==> src/rtl/spi_pkg.sv <==
// Shared SPI definitions: slave FSM states and frame-length constants,
// also used by SPI_RX and SPI_mstr.
package spi_pkg;

  typedef enum logic {IDLE, SHIFT} spi_slv_state_t;

  localparam logic [4:0] LEN8  = 5'd8;
  localparam logic [4:0] LEN16 = 5'd16;

  function automatic logic [4:0] frame_len(input logic len8_16);
    return len8_16 ? LEN8 : LEN16;
  endfunction

endpackage

==> src/rtl/spi_slv_tx_if.sv <==
// Host-side handshake of the SPI slave responder: word load, status pulses
// and the captured MOSI word.
interface spi_slv_tx_if;
  import spi_pkg::*;

  logic [15:0] tx_data;
  logic        wrt;
  logic        tx_full;
  logic        done;
  logic        abort;
  logic        underrun;
  logic [15:0] rx_data;

  modport slave (
    input  tx_data, wrt,
    output tx_full, done, abort, underrun, rx_data
  );

  modport master (
    output tx_data, wrt,
    input  tx_full, done, abort, underrun, rx_data
  );

endinterface

==> src/rtl/spi_sync_edge.sv <==
// N-flop synchronizer for an asynchronous input, with one extra flop giving
// single-cycle rise/fall pulses. All flops preset to RST_VAL on reset.
module spi_sync_edge #(
  parameter int unsigned STAGES  = 2,
  parameter logic        RST_VAL = 1'b0
) (
  input  logic clk,
  input  logic rst,
  input  logic async_in,
  output logic sync_out,
  output logic rise,
  output logic fall
);

  logic [STAGES-1:0] sync_q;
  logic              prev_q;

  always_ff @(posedge clk) begin
    if (rst) begin
      sync_q <= {STAGES{RST_VAL}};
      prev_q <= RST_VAL;
    end else begin
      sync_q <= {sync_q[STAGES-2:0], async_in};
      prev_q <= sync_q[STAGES-1];
    end
  end

  assign sync_out = sync_q[STAGES-1];
  assign rise     = sync_out & ~prev_q;
  assign fall     = ~sync_out & prev_q;

endmodule

==> src/rtl/spi_slv_tx.sv <==
// SPI slave responder: shifts one buffered host word out on MISO, MSB first.
// MOSI capture and rx_data exist only when SPI_SLV_FULL_DUPLEX_EN is defined.
import spi_pkg::*;

module spi_slv_tx #(
  parameter int unsigned SYNC_STAGES = 2
) (
  input  logic              clk,
  input  logic              rst,
  input  logic              SS_n,
  input  logic              SCLK,
  input  logic              MOSI,
  input  logic              edg,
  input  logic              len8_16,
  output logic              MISO,
  output logic              MISO_oe,
  spi_slv_tx_if.slave       host
);

  spi_slv_state_t state_q, state_d;

  logic        ss_sync, ss_rise, ss_fall;
  logic        unused_sclk_lvl, sclk_rise, sclk_fall;
  logic        sample_edge, launch_edge;
  logic        start, finish;
  logic [15:0] buf_q, shreg_q;
  logic        full_q;
  logic [4:0]  cnt_q;
  logic        len_q;
  logic        cnt_full;
  logic        done_q, abort_q, underrun_q;

  spi_sync_edge #(.STAGES(SYNC_STAGES), .RST_VAL(1'b1)) u_ss_sync (
    .clk(clk), .rst(rst), .async_in(SS_n),
    .sync_out(ss_sync), .rise(ss_rise), .fall(ss_fall)
  );

  spi_sync_edge #(.STAGES(SYNC_STAGES), .RST_VAL(1'b0)) u_sclk_sync (
    .clk(clk), .rst(rst), .async_in(SCLK),
    .sync_out(unused_sclk_lvl), .rise(sclk_rise), .fall(sclk_fall)
  );

  assign sample_edge = edg ? sclk_rise : sclk_fall;
  assign launch_edge = edg ? sclk_fall : sclk_rise;
  assign cnt_full    = (cnt_q == frame_len(len_q));

  always_ff @(posedge clk) begin
    if (rst) state_q <= IDLE;
    else     state_q <= state_d;
  end

  always_comb begin
    state_d = state_q;
    start   = 1'b0;
    finish  = 1'b0;
    case (state_q)
      IDLE: if (ss_fall) begin
        start   = 1'b1;
        state_d = SHIFT;
      end
      SHIFT: if (ss_rise) begin
        finish  = 1'b1;
        state_d = IDLE;
      end
      default: state_d = IDLE;
    endcase
  end

  // A wrt coinciding with frame start still sets tx_full: the frame takes the
  // old buffer (or underruns) while the new word stays queued.
  always_ff @(posedge clk) begin
    if (rst) begin
      buf_q      <= '0;
      full_q     <= 1'b0;
      shreg_q    <= '0;
      cnt_q      <= '0;
      len_q      <= 1'b0;
      done_q     <= 1'b0;
      abort_q    <= 1'b0;
      underrun_q <= 1'b0;
    end else begin
      done_q     <= 1'b0;
      abort_q    <= 1'b0;
      underrun_q <= 1'b0;

      if (host.wrt) begin
        buf_q  <= host.tx_data;
        full_q <= 1'b1;
      end else if (start) begin
        full_q <= 1'b0;
      end

      if (start) begin
        len_q      <= len8_16;
        cnt_q      <= '0;
        underrun_q <= ~full_q;
        if (!full_q)      shreg_q <= '0;
        else if (len8_16) shreg_q <= {buf_q[7:0], 8'h00};
        else              shreg_q <= buf_q;
      end else if (state_q == SHIFT && !finish && !cnt_full) begin
        if (sample_edge) cnt_q   <= cnt_q + 5'd1;
        if (launch_edge) shreg_q <= {shreg_q[14:0], 1'b0};
      end

      if (finish) begin
        done_q  <= cnt_full;
        abort_q <= ~cnt_full;
      end
    end
  end

`ifdef SPI_SLV_FULL_DUPLEX_EN
  logic        mosi_sync;
  logic        unused_mosi_rise, unused_mosi_fall;
  logic [15:0] cap_q, rx_q;

  spi_sync_edge #(.STAGES(SYNC_STAGES), .RST_VAL(1'b0)) u_mosi_sync (
    .clk(clk), .rst(rst), .async_in(MOSI),
    .sync_out(mosi_sync), .rise(unused_mosi_rise), .fall(unused_mosi_fall)
  );

  always_ff @(posedge clk) begin
    if (rst) begin
      cap_q <= '0;
      rx_q  <= '0;
    end else begin
      if (start)
        cap_q <= '0;
      else if (state_q == SHIFT && !finish && !cnt_full && sample_edge)
        cap_q <= {cap_q[14:0], mosi_sync};
      if (finish && cnt_full)
        rx_q <= len_q ? {8'h00, cap_q[7:0]} : cap_q;
    end
  end

  assign host.rx_data = rx_q;
`else
  logic unused_mosi;
  assign unused_mosi  = MOSI;
  assign host.rx_data = '0;
`endif

  assign MISO          = (state_q == SHIFT) & shreg_q[15];
  assign MISO_oe       = ~ss_sync;
  assign host.tx_full  = full_q;
  assign host.done     = done_q;
  assign host.abort    = abort_q;
  assign host.underrun = underrun_q;

endmodule

==> src/flat_wrapper.sv <==
// flat-port wrapper written by rule: the top's interface ports become plain ports
module spi_slv_tx_flat 
#(
  parameter int unsigned SYNC_STAGES = 2
)
  (clk, rst, SS_n, SCLK, MOSI, edg, len8_16, MISO, MISO_oe, host_tx_data, host_wrt, host_tx_full, host_done, host_abort, host_underrun, host_rx_data);
  spi_slv_tx_if host_i ();
  input  logic clk;
  input  logic rst;
  input  logic SS_n;
  input  logic SCLK;
  input  logic MOSI;
  input  logic edg;
  input  logic len8_16;
  output logic MISO;
  output logic MISO_oe;
  input wire logic [$bits(host_i.tx_data)-1:0] host_tx_data;
  input wire logic [$bits(host_i.wrt)-1:0] host_wrt;
  output wire logic [$bits(host_i.tx_full)-1:0] host_tx_full;
  output wire logic [$bits(host_i.done)-1:0] host_done;
  output wire logic [$bits(host_i.abort)-1:0] host_abort;
  output wire logic [$bits(host_i.underrun)-1:0] host_underrun;
  output wire logic [$bits(host_i.rx_data)-1:0] host_rx_data;
  assign host_i.tx_data = host_tx_data;
  assign host_i.wrt = host_wrt;
  assign host_tx_full = host_i.tx_full;
  assign host_done = host_i.done;
  assign host_abort = host_i.abort;
  assign host_underrun = host_i.underrun;
  assign host_rx_data = host_i.rx_data;
  spi_slv_tx #(.SYNC_STAGES(SYNC_STAGES)) u_core (.clk(clk), .rst(rst), .SS_n(SS_n), .SCLK(SCLK), .MOSI(MOSI), .edg(edg), .len8_16(len8_16), .MISO(MISO), .MISO_oe(MISO_oe), .host(host_i));
endmodule
==> config.mk <==
export PLATFORM = sky130hd
export DESIGN_NAME = spi_slv_tx_flat
export DESIGN_NICKNAME = d
export VERILOG_FILES = /design/src/rtl/spi_pkg.sv /design/src/rtl/spi_slv_tx_if.sv /design/src/rtl/spi_sync_edge.sv /design/src/rtl/spi_slv_tx.sv /design/src/flat_wrapper.sv
export SDC_FILE = /design/constraint.sdc
export NUM_CORES = 1
export LEC_CHECK = 0
export CAP_MARGIN = 10
export CORE_ASPECT_RATIO = 2
export CORE_MARGIN = 2
export CORE_UTILIZATION = 46
export DETAILED_ROUTE_END_ITERATION = 12
export PLACE_DENSITY = 0.75
export SETUP_SLACK_MARGIN = 0.02
export SLEW_MARGIN = 20
export SYNTH_ARGS = -nofsm -noshare
export SYNTH_HDL_FRONTEND = slang
export SYNTH_SLANG_ARGS = --single-unit
==> constraint.sdc <==
create_clock -name clk -period 1.4 [get_ports clk]
set_input_delay 0.21 -clock clk [delete_from_list [all_inputs] [get_ports clk]]
set_output_delay 0.21 -clock clk [all_outputs]
set_load 0.01 [all_outputs]
# Word-level counts from Yosys, hierarchy flattened

Index checks and enable logic that the tools add are counted.

$add $sub $neg: 1
Multiply operators: 0
Div/mod/pow operators: 0
Order comparisons: 0
Equal/unequal tests: 1
Shifts and indexed selects: 0
Multiplexer cells: 16
Bitwise operators: 14
Reductions and logical operators: 12

Operators with widths:

| operator              | number |
|---|---|
| $mux W16              | 5 |
| $mux W1               | 9 |
| $not A1 Y1            | 9 |
| $reduce_bool A2 Y1    | 3 |
| $reduce_or A2 Y1      | 3 |
| $add A5 B1 Y5 const B | 1 |
| $and A1 B1 Y1         | 5 |
| $eq A5 B5 Y1          | 1 |
| $mux W5               | 1 |
| $reduce_and A2 Y1     | 2 |
| $logic_and A1 B1 Y1   | 2 |
| $logic_not A1 Y1      | 2 |
| $pmux W1 S2           | 1 |

Register bits after elaboration: 49
Latch bits: 0
RAM bits: 0
Bits in read-only memories: 0
Bits of input ports: 24
Output and inout port bits: 22
Word-level logic and storage cells: 57
Memories kept: 0

# Longest topological paths before layout

Gate-level depths: netlist of the first run.

Depth in word-level cells: 9
Gate-level depth with buffers: 7

# Hierarchy

Synthesis of the first run repeated with hierarchy kept, for this count alone.

Cells, all modules: 233
Area, all modules: 2,336.0 µm²

Modules (own cells, without submodules):

| module                             | instances | cells an instance | area each (µm²) | seq. area each (µm²) |
|---|---|---|---|---|
| spi_slv_tx                         | 1         | 217               | 2,152.1         | 860.8 |
| spi_sync_edge (u_core.u_ss_sync)   | 1         | 8                 | 92.6            | 60.1 |
| spi_sync_edge (u_core.u_sclk_sync) | 1         | 8                 | 91.3            | 60.1 |

# Worst setup path before layout of the first run

No wires, ideal clock.

Path kind: register to register
Start point: register u_core.u_sclk_sync.sync_q[1]
End point: register u_core.shreg_q[10]
Library setup time: 121 ps
Arrival: 1,412 ps
Setup slack: -133 ps
Stages on the path, launching flop included: 5
Cell sequence: dfxtp_1 and3b_1 o211a_4 a21oi_4 mux2_2

Longest elaborated chain between the ends: 5
Elaborated cells on any way between the ends: 6

Ends and longest elaborated chain:

| item                                  | RTL line            | source |
|---|---|---|
| from (decl)                           | spi_sync_edge.sv:15 | `logic [STAGES-1:0] sync_q;` |
| from (signal assigned)                | spi_sync_edge.sv:20 | `sync_q <= {STAGES{RST_VAL}};` |
| from (signal assigned)                | spi_sync_edge.sv:23 | `sync_q <= {sync_q[STAGES-2:0], async_in};` |
| $not A1 Y1                            | spi_sync_edge.sv:30 | `assign fall = ~sync_out & prev_q;` |
| $and A1 B1 Y1                         | spi_sync_edge.sv:30 |  |
| $mux W1 *                             | spi_slv_tx.sv:44    | `assign launch_edge = edg ? sclk_fall : sclk_rise;` |
| $reduce_bool A2 Y1 (no source line) * | -                   |  |
| $reduce_and A2 Y1 (no source line) *  | -                   |  |
| to (signal assigned)                  | spi_slv_tx.sv:98    | `else if (len8_16) shreg_q <= {buf_q[7:0], 8'h00};` |
| to (signal assigned)                  | spi_slv_tx.sv:99    | `else shreg_q <= buf_q;` |
| to (signal assigned)                  | spi_slv_tx.sv:102   | `if (launch_edge) shreg_q <= {shreg_q[14:0], 1'b0};` |
| to (decl)                             | spi_slv_tx.sv:26    | `logic [15:0] buf_q, shreg_q;` |

Every way passes the cells marked *; elsewhere a longest branch is shown, timed or not.
A chain may end at the register's enable or synchronous reset.

# Worst setup path in the final report of the first run

Start point: register u_core.u_sclk_sync.sync_q[1]
End point: register u_core.shreg_q[5]

Same word-level chain as after synthesis.

==> key figures, run 1 <==
Logic synthesis
  – Largest area contributor in the netlist: dfxtp_1
  – Synth top area cells: dfxtp_1 41%, mux2_2 7.6%, mux2i_1 6.7%
  – Asr flop ratio synth: 0
  – Top-count cell post-synth: dfxtp_1
  – Post-synth EDFFs: 0
  – Ys flop type: dfxtp_1
  – Synthesis Warnings: 0
  – Synthesized area: between 2000 and 2500 µm²
  – Synth unique cells: 43
  – Synth top area share: 0.412
  – #FFs+latches synth: between 40 and 50
  – Synthesized area per cell: 9.30 µm²
  – Synthesized instance count: 256
  – Post-synth top cells: 49 x dfxtp_1, 24 x a21oi_1, 23 x nor2_1
  – Sequential share of the synthesized area: 0.412

Finish
  – Finished Layout Cells: roughly 370
  – Layout fillers: about 420
  – Final nets: 339
  – Share of cells above drive strength 1: 0.334
  – # diodes: 0
  – Area delta synth->final: 35.5%

Timing
  – Clock skew: roughly 0.0049 ns
  – Hold Violations, Final: 0
  – Worst hold slack: between 0.4 and 0.5 ns
  – Final setup viols: 21
  – Minimum clock period: 1.59 ns
  – Period utilization: 1.14
  – Fmax: approximately 0.63 GHz
  – Fin worst setup slack: -0.191 ns
  – Slew Limit Fails: 0
  – RSZ-0062 raised after global routing: true
  – Setup Total Neg Slack: -2.42 ns

Place
  – Port bufs: 28
  – Post-DP HPWL: 3.63 mm
  – GP Congestion: 0.786
  – Inst Count DP: 351

Die
  – Core area: slightly above 5000 µm²
  – DIE AREA: ~5800 µm²
  – I/O pins: 46
  – Die Width: around 55 µm
  – Row count: 37
  – Chip Height: between 100 and 150 µm
  – Initial core utilization: 0.472

Drt
  – DRT Pass-1 Iters: 4
  – DRC violations left: 0
  – DRT iter0 DRCs: 34
  – Via density per instance: slightly above 5
  – Antenna Violating Nets Remaining: 0
  – Routed len/inst: 14.8 µm
  – Via count: a little under 2k
  – Drt total wl: around 5.5 mm

Setup path
  – Worst Path Arrival: about 1.8 ns
  – Worst setup SP type: flop
  – Worst-path fanout max: 6
  – Crit. End Element: flop
  – CP Class: reg -> reg
  – CP required: 1.60 ns

Clocking
  – Clk slew on worst S/H paths: around 0.090 ns
  – Longest Clk Path Bufs: 2
  – Worst skew pair latency: 0.30 ns
  – Root Driver: clkbuf_8
  – CTS Buf Count: 5
  – CTS sink count: between 40 and 50
  – Hold buffers post-CTS: 0
  – H-tree Lvls: 2
  – TritonCTS clock tree: done

Power
  – PwrDens: about 900 nW/µm²
  – Seq pwr share: 0.507
  – Total Power: around 2.9 mW
  – Clock group share of total power: 0.360
  – Switching power: ~0.7 mW
  – Comb pwr share: 0.133
  – Int Pwr: ~2.2 mW
  – Peak VDD IR: ~0.00082 V
  – LEAKAGE: about 1.4 nW
  – Switching portion of total power: 0.234

Global route
  – Largest net degree at the start of global routing: 22
  – GRT Residual Overflow: 0
  – Initial antenna violation count: 0
  – First-pass GRT wire length: approximately 8 mm
  – GRT Util Overall: 0.189
  – Vias in the first global route: approximately 1.8k

Run status
  – Failing checks: setup timing
  – Status: finished, violations left

Run
  – Max cap viols: 0

Min path
  – Hold Path Class: reg -> reg
-- critical path, stage by stage, from the launching register on --
cell	delay [ns]
dfxtp_4	0.37
and3b_1	0.20
buf_4	0.14
o211ai_1	0.26
buf_4	0.17
o21ai_4	0.07
o221a_2	0.27
-- through the flow --
stage / worst slack, ns / util / cell area [µm²]
2_1_floorplan: -0.0817 / - / 2470
3_3_place_gp: -0.490 / 0.555 / 2800
3_5_place_dp: -0.529 / 0.555 / 2800
4_1_cts: -0.148 / 0.595 / 3000
5_1_grt: -0.230 / 0.639 / 3230
6_report: -0.191 / 0.639 / 3230
-- power groups by stage --
stage                     Sequential (mW)  Clock [mW]  Combinational (mW)
final                                1.48        1.05               0.387
after global routing                 1.48        1.11               0.419
after CTS                            1.48        1.06               0.352
after detailed placement             1.51           0               0.332
after global placement               1.51           0               0.325
after floorplan                      1.50           0               0.241
-- flip-flops by register name, summed over array words and instances, names as in the netlist --
| register | flops |
|---|---|
| u_core.buf_q | 16 |
| u_core.shreg_q | 16 |
| u_core.cnt_q | 5 |
| u_core.u_sclk_sync.sync_q | 2 |
| u_core.u_ss_sync.sync_q | 2 |
| u_core.host.abort | 1 |
| u_core.host.done | 1 |
| u_core.host.tx_full | 1 |
| u_core.host.underrun | 1 |
| u_core.len_q | 1 |
| u_core.state_q | 1 |
| u_core.u_sclk_sync.prev_q | 1 |
| u_core.u_ss_sync.prev_q | 1 |
-- path summary, 6_finish.rpt --
path / startpoint / endpoint / slack, ns / depth (start not counted)
setup / recovery: u_core.u_sclk_sync.sync_q[1]$_SDFF_PP0_ / u_core.shreg_q[5]$_SDFFE_PP0P_ / -0.19 / 6
hold / removal: u_core.u_ss_sync.sync_q[0]$_SDFF_PP1_ / u_core.u_ss_sync.sync_q[1]$_SDFF_PP1_ / 0.42 / 1
setup reg to reg: u_core.u_sclk_sync.sync_q[1]$_SDFF_PP0_ / u_core.shreg_q[5]$_SDFFE_PP0P_ / -0.19 / 6
hold reg to reg: u_core.u_ss_sync.sync_q[0]$_SDFF_PP1_ / u_core.u_ss_sync.sync_q[1]$_SDFF_PP1_ / 0.42 / 1
-- routing by layer --
| layer | vias to the layer above | wire length, µm | global-route usage | part of all wire |
|---|---|---|---|---|
| met2 | 28 | 2900 | 0.307 | 0.53 |
| li1 | 966 | - | - | - |
| met4 | 0 | 113 | 0.0696 | 0.021 |
| met3 | 9 | 208 | 0.0354 | 0.038 |
| met5 | - | 0 | 0 | 0 |
| met1 | 930 | 2280 | 0.236 | 0.41 |
-- cells by family after synthesis --
logic type                 Yosys count  synth area share
AOI/OAI and AO/OA                   48             0.133
adders and majority gates            2            0.0105
buffers and inverters               35            0.0967
DFF                                 49             0.412
muxes                               32             0.143
other                                1           0.00158
and+or+nand+nor                     89             0.203
-- layout by cell type, fill, tap and decap left out, drive strengths merged, types with 12 or more instances in the layout --
cell type       n
dfxtp          49
buf            38
a21oi          25
nor2           23
clkdlybuf4s50  23
mux2i          16
conb           16
mux2           16
nand2          15
nor2b          13
nand3          12
-- repair_timing --
item	4_1_cts	5_1_grt
pin swaps	5	16
gates resized for setup	25	36
gates cloned	0	2
endpoints found under the setup margin	25	24
setup buffers	3	9
-- cell type report --
type,count,area [µm²],area share
Clock buffer,7,86.3,0.0268
Sequential cell,49,997,0.309
Timing Repair Buffer,66,644,0.200
Inverter,4,15.0,0.00465
Clock inverter,1,30.0,0.00931
Multi-Input combinational cell,187,1380,0.428
Tap cell,58,72.6,0.0225
No activity file was read; power rests on OpenSTA's default activity.
==> run 2, diff against run 1 <==
--- a/config.mk
+++ b/config.mk
@@ -11,6 +11,7 @@
 export CORE_UTILIZATION = 46
 export DETAILED_ROUTE_END_ITERATION = 12
 export PLACE_DENSITY = 0.75
+export RECOVER_POWER = 100
 export SETUP_SLACK_MARGIN = 0.02
 export SLEW_MARGIN = 20
 export SYNTH_ARGS = -nofsm -noshare
==> key figures, run 2 (same netlist as run 1, synthesis figures left out) <==
Run
  – Max cap viols: 0

Drt
  – Drt total wl: ~5.5 mm
  – DRC violations left: 0
  – DRT iter0 DRCs: 42
  – Antenna Violating Nets Remaining: 0
  – DRT Pass-1 Iters: 4
  – Via count: 1924
  – Via density per instance: a little over 5
  – Routed len/inst: roughly 15 µm

Finish
  – Reg area: between 900 and 1000 µm²
  – Area delta synth->final: 34.5%
  – Layout fillers: around 430
  – Top Registers: u_core.buf_q x16, u_core.shreg_q x16, u_core.cnt_q x5
  – Commonest non-fill, non-tap cells in the layout: 42 x dfxtp_1, 24 x buf_4, 23 x nor2_1
  – Multi-input logic area: roughly 1400 µm²
  – Finished Layout Cells: ~370
  – Final nets: between 300 and 400
  – Final Instance Area: between 3000 and 4000 µm²
  – Commonest non-fill, non-tap cell in the layout: dfxtp_1
  – # diodes: 0
  – Share of cells above drive strength 1: 0.328

Power
  – Clock group share of total power: 0.361
  – LEAKAGE: 1.33 nW
  – Switching power: between 0.6 and 0.7 mW
  – PwrDens: about 910 nW/µm²
  – Total Power: 2.90 mW
  – Peak VDD IR: approximately 0.00082 V
  – Seq pwr share: 0.508
  – Switching portion of total power: 0.234
  – Comb pwr share: 0.130
  – Int Pwr: roughly 2.2 mW

Die
  – I/O pins: 46
  – Row count: 37
  – Die Width: ~55 µm
  – Core area: between 5000 and 6000 µm²
  – Initial core utilization: 0.472
  – Chip Height: 106 µm
  – DIE AREA: 5800 µm²

Clocking
  – Root Driver: clkbuf_8
  – Hold buffers post-CTS: 0
  – Clk slew on worst S/H paths: about 0.090 ns
  – TritonCTS clock tree: done
  – H-tree Lvls: 2
  – CTS sink count: slightly below 50
  – CTS Buf Count: 5
  – Worst skew pair latency: 0.30 ns
  – Longest Clk Path Bufs: 2

Timing
  – Slew Limit Fails: 0
  – Minimum clock period: 1.59 ns
  – Hold Violations, Final: 0
  – Least-Margin Pin Slew: between 0.5 and 0.6 ns
  – Normalized max-slew margin: 0.623
  – Clock skew: between 0.004 and 0.005 ns
  – Fmax: about 0.63 GHz
  – Period utilization: 1.14
  – RSZ-0062 raised after global routing: true
  – Fin worst setup slack: -0.192 ns
  – Final setup viols: 21

Global route
  – GRT Residual Overflow: 0
  – Vias in the first global route: between 1.5k and 2k
  – Initial antenna violation count: 0
  – Largest net degree at the start of global routing: 22
  – First-pass GRT wire length: just over 8 mm
  – GRT Util Overall: 0.189

Place
  – Port bufs: 28
  – Inst Count DP: between 300 and 400
  – Worst slack, placed: -0.529 ns
  – GP Congestion: roughly 0.79
  – Post-DP HPWL: roughly 3.6 mm
  – DP Area: approximately 2800 µm²

Setup path
  – Worst-path fanout max: 6
  – Worst setup SP type: flop
  – CP required: about 1.6 ns
  – Worst Path Arrival: around 1.8 ns
  – CP Class: reg -> reg
  – Crit. End Element: flop

Min path
  – Hold Path Class: reg -> reg

Run status
  – Status: finished, violations left
  – Failing checks: setup timing
-- run 2: cell types whose count changed in the layout (fill, tap and decap cells not counted), sizes merged --
| cell | change |
|---|---|
| dlygate4sd3 | +2 |
| dlymetal6s2s | -1 |
| clkdlybuf4s25 | +1 |
| clkbuf | +3 |
| buf | -3 |
| clkdlybuf4s50 | -2 |
-- run 2: routing by layer --
layer | share of wire | vias up | track usage
met5 | 0 | - | 0
met4 | 0.021 | 0 | 0.0696
met3 | 0.038 | 9 | 0.0354
met2 | 0.53 | 30 | 0.307
met1 | 0.42 | 919 | 0.236
li1 | - | 966 | -
-- run 2: path summary, 6_finish.rpt --
| path | from | endpoint | slack (ns) | cells after the start |
|---|---|---|---|---|
| worst max register to register | u_core.u_sclk_sync.sync_q[1]$_SDFF_PP0_ | u_core.shreg_q[5]$_SDFFE_PP0P_ | -0.19 | 6 |
| worst min register to register | u_core.u_ss_sync.sync_q[0]$_SDFF_PP1_ | u_core.u_ss_sync.sync_q[1]$_SDFF_PP1_ | 0.42 | 1 |
| worst min-delay path | u_core.u_ss_sync.sync_q[0]$_SDFF_PP1_ | u_core.u_ss_sync.sync_q[1]$_SDFF_PP1_ | 0.42 | 1 |
| worst max-delay path | u_core.u_sclk_sync.sync_q[1]$_SDFF_PP0_ | u_core.shreg_q[5]$_SDFFE_PP0P_ | -0.19 | 6 |
-- run 2: area by class of cell --
type / count / share of cell area
inverters: 4 / 0.00469
flip-flops and latches: 49 / 0.312
clock inverters: 1 / 0.00938
multi-input cells: 187 / 0.431
well taps: 58 / 0.0227
repair buffers: 66 / 0.194
clock buffers: 7 / 0.0270
-- run 2: through the flow --
stage / setup TNS, ns / hold WS [ns] / utilization
final: -2.43 / 0.420 / 0.634
after floorplan: -0.658 / 0.314 / -
after global placement: -7.80 / 0.397 / 0.555
after CTS: -1.89 / 0.423 / 0.595
after global routing: -3.55 / 0.435 / 0.634
after detailed placement: -8.91 / 0.402 / 0.555
-- run 2: power by group through the flow --
stage               clock network, mW  registers (mW)  logic [mW]
finish                           1.05            1.48       0.378
floorplan                           0            1.50       0.241
global placement                    0            1.51       0.325
CTS                              1.06            1.48       0.352
global route                     1.11            1.48       0.410
detailed placement                  0            1.51       0.332
-- run 2: repair_timing --
item,CTS,global route
buffers inserted,3,9
resized for setup,25,36
pin swaps,5,16
endpoints found under the hold margin,0,0
setup endpoints to repair,25,24
cloned,0,2
-- run 2: critical path, stage by stage, from the launching register on --
cell      delay (ns)
dfxtp_4         0.37
and3b_1         0.20
buf_4           0.14
o211ai_1        0.26
buf_4           0.17
o21ai_4         0.07
o221a_2         0.27
==> run 3, diff against run 2 <==
--- a/config.mk
+++ b/config.mk
@@ -8,9 +8,8 @@
 export CAP_MARGIN = 10
 export CORE_ASPECT_RATIO = 2
 export CORE_MARGIN = 2
-export CORE_UTILIZATION = 46
+export CORE_UTILIZATION = 25
 export DETAILED_ROUTE_END_ITERATION = 12
-export PLACE_DENSITY = 0.75
 export RECOVER_POWER = 100
 export SETUP_SLACK_MARGIN = 0.02
 export SLEW_MARGIN = 20
==> key figures, run 3 (same netlist as run 1, synthesis figures left out) <==
Run status
  – Status: finished, violations left
  – Failing checks: setup timing

Timing
  – Fmax: around 0.64 GHz
  – RSZ-0062 raised after global routing: true
  – Period utilization: 1.12
  – Setup Total Neg Slack: -1.95 ns
  – Fin worst setup slack: -0.164 ns
  – Clock skew: roughly 0.004 ns
  – Worst hold slack: between 0.4 and 0.5 ns
  – Minimum clock period: 1.56 ns
  – Final setup viols: 19
  – Slew Limit Fails: 0
  – Hold Violations, Final: 0

Clocking
  – Clk slew on worst S/H paths: approximately 0.070 ns
  – H-tree Lvls: 2
  – Longest Clk Path Bufs: 2
  – CTS sink count: 49
  – Worst skew pair latency: roughly 0.29 ns
  – Hold buffers post-CTS: 0
  – Root Driver: clkbuf_16
  – CTS Buf Count: 5
  – TritonCTS clock tree: done

Setup path
  – Critical path's slowest cell: dfxtp_4
  – Crit. End Element: flop
  – Crit path buf inv count: 1
  – CP required: 1.58 ns
  – Max stage delay on crit path: roughly 0.37 ns
  – R2R Setup Slk: -0.16 ns
  – Worst setup SP type: flop
  – Critical path, cell by cell: and3b_2 > o211a_4 > a21oi_4 > buf_12 > mux2_2
  – Critical path's top delay family: compound AO/OA/AOI/OAI gates
  – Worst-path fanout max: 8
  – Worst Path Arrival: between 1.5 and 2 ns
  – CP Class: reg -> reg

Drt
  – Antenna Violating Nets Remaining: 0
  – Drt total wl: roughly 5.7 mm
  – DRT Pass-1 Iters: 4
  – Via density per instance: around 4.7
  – Via count: between 1.5k and 2k
  – DRC violations left: 0
  – DRT iter0 DRCs: 48
  – Routed len/inst: between 10 and 15 µm

Finish
  – Share of cells above drive strength 1: 0.349
  – Commonest non-fill, non-tap cells in the layout: 42 x dfxtp_1, 25 x buf_4, 22 x nor2_1, 22 x clkdlybuf4s50_1, 19 x a21oi_1
  – Finished Layout Cells: roughly 420
  – # diodes: 0
  – Area delta synth->final: 44.8%
  – Layout fillers: just over 900
  – Top Registers: u_core.buf_q x16, u_core.shreg_q x16, u_core.cnt_q x5
  – Reg area: about 1000 µm²
  – Commonest non-fill, non-tap cell in the layout: dfxtp_1
  – Multi-input logic area: between 1000 and 1500 µm²
  – Final nets: roughly 340

Global route
  – GRT Util Overall: 0.118
  – First-pass GRT wire length: 9.43 mm
  – Grt met2 use: 0.242
  – Initial antenna violation count: 0
  – GRT Max-Usage Layer: met2
  – GR Util met3: 0.0177
  – GRT Residual Overflow: 0
  – Met1 GRT Util: 0.105
  – Largest net degree at the start of global routing: 33
  – Vias in the first global route: roughly 2.0k

Place
  – GP Congestion: around 0.77
  – Inst Count DP: roughly 400
  – Port bufs: 28
  – Worst slack, placed: -0.529 ns
  – Post-DP HPWL: ~4.2 mm

Die
  – I/O pins: 46
  – Chip Height: 142 µm
  – DIE AREA: 10400 µm²
  – Initial core utilization: 0.255
  – Die Width: around 73 µm
  – Row count: 50
  – Core area: approximately 9300 µm²

Min path
  – Hold Path Class: reg -> reg

Power
  – LEAKAGE: between 1 and 1.5 nW
  – PwrDens: approximately 950 nW/µm²
  – Peak VDD IR: 0.000814 V
  – Total Power: ~3.3 mW

Run
  – Max cap viols: 0
-- run 3: changes by cell type in the layout (fill, tap and decap cells not counted), sizes merged --
cell           previous run  this run
dlygate4sd3               2         1
buf                      35        41
clkdlybuf4s50            21        22
clkbuf                   11         7
clkdlybuf4s25             1         0
clkinv                    0         1
bufbuf                    0         1
dlymetal6s2s              0         1
-- run 3: repair_timing --
item	4_1_cts	5_1_grt
gates resized for setup	35	35
endpoints found under the setup margin	27	25
cloned	2	0
pin swaps	11	17
setup buffers	6	2
-- run 3: report_power, final --
group	switching, mW	total, mW	internal [mW]
clock	0.523	1.37	0.847
sequential	0.0326	1.48	1.44
combinational	0.193	0.432	0.239
-- run 3: final cells by class --
type	instances	share of cell area
multi-input combinational	187	0.407
tap	104	0.0378
clock inverter	2	0.0113
inverter	4	0.00436
sequential	49	0.289
timing repair buffer	70	0.213
clock buffer	6	0.0374
-- run 3: worst paths after layout --
| kind | startpoint | endpoint | cells after the start |
|---|---|---|---|
| max | u_core.u_sclk_sync.sync_q[1]$_SDFF_PP0_ | u_core.shreg_q[13]$_SDFFE_PP0P_ | 5 |
| min | u_core.u_ss_sync.sync_q[0]$_SDFF_PP1_ | u_core.u_ss_sync.sync_q[1]$_SDFF_PP1_ | 1 |
| min reg2reg | u_core.u_ss_sync.sync_q[0]$_SDFF_PP1_ | u_core.u_ss_sync.sync_q[1]$_SDFF_PP1_ | 1 |
| max reg2reg | u_core.u_sclk_sync.sync_q[1]$_SDFF_PP0_ | u_core.shreg_q[13]$_SDFFE_PP0P_ | 5 |
-- run 3: metal layers --
metal,part of all wire,vias up
met1,0.34,940
met4,0.020,0
met2,0.61,41
li1,-,976
met5,0,-
met3,0.027,7
-- run 3: metrics by stage --
stage	area (µm²)	util
finish	3450	0.370
global route	3450	0.370
CTS	3310	0.355
detailed placement	2950	0.316
global placement	2950	0.316
floorplan	2470	-
